## config.mk

```make
export PLATFORM = sky130hd
export DESIGN_NAME = mem_port_arbiter
export DESIGN_NICKNAME = d
export VERILOG_FILES = /design/src/rtl/mem_port_arbiter.sv
export SDC_FILE = /design/constraint.sdc
export NUM_CORES = 1
export LEC_CHECK = 0
export BUFFER_PORTS_ARGS = -buffer_cell sky130_fd_sc_hd__buf_2
export CAP_MARGIN = 20
export CORE_MARGIN = 4
export CORE_UTILIZATION = 45
export CTS_BUF_LIST = sky130_fd_sc_hd__clkbuf_4 sky130_fd_sc_hd__clkbuf_8 sky130_fd_sc_hd__clkbuf_16
export DETAILED_ROUTE_END_ITERATION = 8
export GPL_ROUTABILITY_DRIVEN = 0
export PLACE_DENSITY = 0.85
export SYNTH_ARGS = -nofsm -noshare
export SYNTH_HDL_FRONTEND = slang
export SYNTH_SLANG_ARGS = --single-unit
```

## constraint.sdc

```tcl
create_clock -name clk -period 1.9 [get_ports clk]
set_input_delay 0.19 -clock clk [delete_from_list [all_inputs] [get_ports clk]]
set_output_delay 0.19 -clock clk [all_outputs]
set_load 0.02 [all_outputs]
```

## src/rtl/mem_port_arbiter.sv

```systemverilog
// Shares one single-port word RAM between instruction fetch and load/store.
// Latency: 2 cycles grant-to-done with a zero-wait RAM, +1 per wait state; faults answer in 1 cycle.
// Backpressure: requesters hold req until their done strobe; the RAM stalls via mem_ready.
module mem_port_arbiter #(
  parameter int ADDR_W       = 32,
  parameter int STARVE_LIMIT = 4
) (
  input  logic              clk,
  input  logic              rst_n,
  input  logic              if_req,
  input  logic [ADDR_W-1:0] if_addr,
  output logic              if_done,
  output logic [31:0]       if_rdata,
  output logic              if_fault,
  input  logic              ls_req,
  input  logic              ls_is_load,
  input  logic              ls_is_store,
  input  logic [2:0]        ls_type,
  input  logic [ADDR_W-1:0] ls_addr,
  input  logic [31:0]       ls_wdata,
  output logic              ls_done,
  output logic [31:0]       ls_rdata,
  output logic              ls_fault,
  output logic              mem_req,
  output logic [3:0]        mem_we,
  output logic [ADDR_W-3:0] mem_addr,
  output logic [31:0]       mem_wdata,
  input  logic [31:0]       mem_rdata,
  input  logic              mem_ready
);

  typedef enum logic [1:0] {IDLE, IF_BUSY, LS_BUSY, RESP} state_t;

  localparam logic [3:0] STARVE_MAX = 4'(STARVE_LIMIT);

  state_t      state;
  logic [3:0]  starve_cnt;
  logic        lat_is_load;
  logic [2:0]  lat_type;
  logic [1:0]  lat_off;

  logic        fetch_wins;
  logic        grant_ls;
  logic        if_bad;
  logic        ls_bad;
  logic [3:0]  st_we;
  logic [31:0] st_wdata;
  logic [7:0]  byte_sel;
  logic [15:0] half_sel;
  logic [31:0] ld_data;

  // Arbitration: data normally wins, a starved fetch is forced through.
  always_comb begin
    fetch_wins = if_req && (!ls_req || (starve_cnt == STARVE_MAX));
    grant_ls   = ls_req && !fetch_wins;
    if_bad     = |if_addr[1:0];
  end

  // Load/store legality: access kind, funct3 encoding and natural alignment.
  always_comb begin
    ls_bad = 1'b0;
    if (ls_is_load == ls_is_store) begin
      ls_bad = 1'b1;
    end else if (ls_is_load) begin
      case (ls_type)
        3'b000, 3'b100: ls_bad = 1'b0;
        3'b001, 3'b101: ls_bad = ls_addr[0];
        3'b010:         ls_bad = |ls_addr[1:0];
        default:        ls_bad = 1'b1;
      endcase
    end else begin
      case (ls_type)
        3'b000:  ls_bad = 1'b0;
        3'b001:  ls_bad = ls_addr[0];
        3'b010:  ls_bad = |ls_addr[1:0];
        default: ls_bad = 1'b1;
      endcase
    end
  end

  // Store lane steering: replicate the datum, byte enables pick the lanes.
  always_comb begin
    st_we    = 4'b1111;
    st_wdata = ls_wdata;
    case (ls_type)
      3'b000: begin
        st_we    = 4'b0001 << ls_addr[1:0];
        st_wdata = {4{ls_wdata[7:0]}};
      end
      3'b001: begin
        st_we    = 4'b0011 << {ls_addr[1], 1'b0};
        st_wdata = {2{ls_wdata[15:0]}};
      end
      default: begin
        st_we    = 4'b1111;
        st_wdata = ls_wdata;
      end
    endcase
  end

  // Load formatting from the latched type/offset of the granted access.
  always_comb begin
    byte_sel = mem_rdata[{lat_off, 3'b000} +: 8];
    half_sel = mem_rdata[{lat_off[1], 4'b0000} +: 16];
    case (lat_type)
      3'b000:  ld_data = {{24{byte_sel[7]}}, byte_sel};
      3'b001:  ld_data = {{16{half_sel[15]}}, half_sel};
      3'b100:  ld_data = {24'b0, byte_sel};
      3'b101:  ld_data = {16'b0, half_sel};
      default: ld_data = mem_rdata;
    endcase
  end

  // Main sequencer: grant in IDLE, wait for the RAM, pulse done once, return.
  always_ff @(posedge clk or negedge rst_n) begin
    if (!rst_n) begin
      state       <= IDLE;
      starve_cnt  <= 4'd0;
      lat_is_load <= 1'b0;
      lat_type    <= 3'd0;
      lat_off     <= 2'd0;
      if_done     <= 1'b0;
      if_rdata    <= 32'd0;
      if_fault    <= 1'b0;
      ls_done     <= 1'b0;
      ls_rdata    <= 32'd0;
      ls_fault    <= 1'b0;
      mem_req     <= 1'b0;
      mem_we      <= 4'd0;
      mem_addr    <= '0;
      mem_wdata   <= 32'd0;
    end else begin
      if_done  <= 1'b0;
      if_fault <= 1'b0;
      ls_done  <= 1'b0;
      ls_fault <= 1'b0;
      case (state)
        IDLE: begin
          if (grant_ls) begin
            if (!if_req) begin
              starve_cnt <= 4'd0;
            end else if (starve_cnt != STARVE_MAX) begin
              starve_cnt <= starve_cnt + 4'd1;
            end
            lat_is_load <= ls_is_load;
            lat_type    <= ls_type;
            lat_off     <= ls_addr[1:0];
            if (ls_bad) begin
              ls_done  <= 1'b1;
              ls_fault <= 1'b1;
              ls_rdata <= 32'd0;
              state    <= RESP;
            end else begin
              mem_req   <= 1'b1;
              mem_addr  <= ls_addr[ADDR_W-1:2];
              mem_we    <= ls_is_store ? st_we : 4'd0;
              mem_wdata <= ls_is_store ? st_wdata : 32'd0;
              state     <= LS_BUSY;
            end
          end else if (fetch_wins) begin
            starve_cnt <= 4'd0;
            if (if_bad) begin
              if_done  <= 1'b1;
              if_fault <= 1'b1;
              if_rdata <= 32'd0;
              state    <= RESP;
            end else begin
              mem_req   <= 1'b1;
              mem_addr  <= if_addr[ADDR_W-1:2];
              mem_we    <= 4'd0;
              mem_wdata <= 32'd0;
              state     <= IF_BUSY;
            end
          end else begin
            starve_cnt <= 4'd0;
          end
        end
        IF_BUSY: begin
          if (mem_ready) begin
            mem_req  <= 1'b0;
            if_rdata <= mem_rdata;
            if_done  <= 1'b1;
            state    <= RESP;
          end
        end
        LS_BUSY: begin
          if (mem_ready) begin
            mem_req  <= 1'b0;
            ls_rdata <= lat_is_load ? ld_data : 32'd0;
            ls_done  <= 1'b1;
            state    <= RESP;
          end
        end
        RESP: begin
          state <= IDLE;
        end
        default: begin
          state <= IDLE;
        end
      endcase
    end
  end

endmodule

```

==> metrics.yaml <==
synth_edf_count: 0
yosysSeqAreaShare: 0.5022
gr-usage-all-layers: 0.2379
start_kind: "register"
path_buf_inv: 3
synth_compound_area_frac: 0.1250
die_area_um2: 18380
drt_iter0_drc: 384
rsz0062_at_grt: "true"
synth_cells: 685
synthesis.area_um2: 7325
antenna_found_initial: 0
port_buffers: 272
crit_path_end_kind: "register"
syn_area_per_cell_um2: 10.69
hold_path_class: "input pin to register"
hold_viol_final: 0
worst-path-max-fanout: 12
fin_skew_ps: 9.294
drv_cap: 0
synthAdderAreaFrac: 0.01025
cpMostUsedCell: "buf_12"
grt_max_degree: 60
fmaxAchievable_ghz: 0.4765
yosys.cell_types.count: 42
hpwl_um: 16490
setup_viol: 126
powerDensity_nw_per_um2: 1575
critPathArrivalTime_ps: 2400
max_stage_delay_ps: 380
diodes: 0
synth_top_cell_area_share: 0.5022
synth_top_family_by_area: "multiplexers"
yosysTopAreaCell: "dfrtp_1"
routed_wl_um: 22450
grt_pass1_wl_um: 34270
ctsHtreeMaxLevel: 4
grt_pass1_vias: 6663
dp_cells: 1185
synth.area.top_cells: "dfrtp_1 50%, nand2_1 7.1%, mux2i_1 6.6%, mux2_4 6.6%, mux2_2 6.3%"
synth-async-reset-ratio: 1.000
pre_cts_slack_ps: -176.7
rows: 46
drcViolationCount: 0
yosys-top-cells-count: "147 x dfrtp_1, 139 x nand2_1, 48 x mux2i_1"
postRouteAntennaNets: 0
worst_pin_slew_ps: 692.4
clkTransAtPathRegs_ps: 70
dr.pass1.iters: 5
cts_buffers: 17
fin_cells: 1233
yosysMostFrequentCell: "dfrtp_1"
ys_warn_count: 0
drive_above_1_share: 0.4661
vias_per_cell: 5.351
worstPathRequired_ps: 2200
synth_seq_cells: 147
leakage_nw: 5.572
wl_per_cell_um: 18.21
outcome: "finished with violations"
violations: "setup timing"
die_w_um: 135.6
die_h_um: 135.6
finish.net_count: 1148
clock-sinks: 147
synth_simple_gate_area_frac: 0.1076
vdd_ir_drop_max_mv: 0.8664
top_level_ports: 273
yosys.area_share.xor_xnor: 0
cp_slowest_cell: "dfrtp_1"
setup_tns_ps: -12110
ys.flop_type: "dfrtp_1"
fin_crit_sh: 1.105
initial_core_util: 0.4594
slew_viol_final: 0
synth_nets: 829
coreArea_um2: 15940
cp_top_family: "compound AO/OA/AOI/OAI gates"
final_util: 0.6457
cts_buffer_depth: 2
critical_path.cell_chain: "inv_2 -> ha_4 -> and3b_2 -> o2111a_1 -> a31oi_4 -> buf_12 -> buf_12 -> mux2_2"
critical_path_class: "register to register"
area_growth_pct: 40.54
period_needed_ps: 2099
synth.mux.area_fraction: 0.2019
grt_remaining_overflow: 0
setup_slack_ps: -198.7
worstSkewPairLatency_ps: 420
timing.hold.ws_ps: 34.13
cts_tree: "done"
cts-root-buf: "clkbuf_16"
timing.slew.headroom: 0.5384
via_count: 6598
[final timing paths]
| path | depth (start not counted) | endpoint | slack [ps] | start |
|---|---|---|---|---|
| max | 8 | mem_addr[15] | -200 | starve_cnt[1] |
| min | 2 | if_rdata[14] | 30 | mem_rdata[14] |
| max reg2reg | 8 | mem_addr[15] | -200 | starve_cnt[1] |
| min reg2reg | 1 | if_rdata[22] | 500 | if_rdata[22] |
| max in group asynchronous | 3 | ls_rdata[2] | 940 | rst_n |
| min in group asynchronous | 2 | if_rdata[16] | 330 | rst_n |
[final cells by class]
class | instances | area (µm²)
clock buffer | 17 | 425.4
multi-input combinational | 451 | 3431
clock inverter | 15 | 125.1
inverter | 41 | 153.9
sequential | 147 | 3679
tap | 216 | 270.3
fill | 1241 | 5649
timing repair buffer | 346 | 2210
[layer usage]
layer / part of all wire / GRT usage / wire length (µm)
met1: 0.39 / 0.2905 / 8848
met2: 0.51 / 0.4179 / 11380
met3: 0.082 / 0.06352 / 1842
met4: 0.017 / 0.06215 / 379
met5: 0 / 0 / 0
[power by group]
group / leakage [nW] / switching [mW] / internal, mW
registers: 1.93 / 0.802 / 4.48
logic: 3.38 / 4.29 / 3.52
clock network: 0.264 / 1.41 / 1.71
[kinds of logic after synthesis]
kind of cell | count (synthesis)
compound gates | 129
fa+ha+maj | 6
buf+inv | 87
flops | 147
mux | 124
simple gates | 192
[worst reg2reg max path, cell delays in order (launching register included)]
cell and delay [ps]:
dfrtp_1 380, inv_2 70, ha_4 160, and3b_2 240, o2111a_1 280, a31oi_4 190, buf_12 180, buf_12 150
mux2_2 340
[repair_timing]
item,4_1_cts,5_1_grt
buffers inserted,6,5
endpoints found under the hold margin,57,0
resized for setup,26,23
gates cloned,2,2
endpoints found under the setup margin,119,134
hold buffers,3,0
pin swaps,0,4
[through the flow]
step	cell area, µm²	power (mW)
floorplan	7395	9.846
global placement	9379	12.39
detailed placement	9379	12.62
CTS	10150	16.14
global route	10290	17.09
finish	10290	16.21
[layout by cell type, fill, tap and decap left out, types with 4 or more instances in the layout]
master | synthesis | routed
clkinv_4 | 0 | 4
clkbuf_16 | 0 | 19
buf_6 | 5 | 6
a2bb2oi_1 | 8 | 8
mux2_4 | 32 | 50
o21ai_0 | 15 | 12
a21oi_1 | 38 | 36
buf_8 | 0 | 4
ha_1 | 6 | 4
a211oi_1 | 7 | 6
dfrtp_1 | 147 | 147
o221ai_1 | 9 | 8
mux2i_1 | 48 | 46
buf_4 | 2 | 45
a22o_1 | 32 | 32
nand2_1 | 139 | 137
nor2b_1 | 5 | 4
mux2_2 | 41 | 24
nor2_1 | 30 | 29
buf_12 | 0 | 14
o22ai_1 | 9 | 9
buf_2 | 13 | 271
inv_6 | 0 | 4
inv_1 | 41 | 39
[registers in the layout (all words and copies together), names as in the netlist, 2 cells and up]
signal and flops:
lat_off 2, mem_addr 30, state 2, ls_rdata 32, starve_cnt 4, lat_type 3
mem_wdata 32, if_rdata 32, mem_we 4
Note: power is estimated with default switching activity, not from simulation.
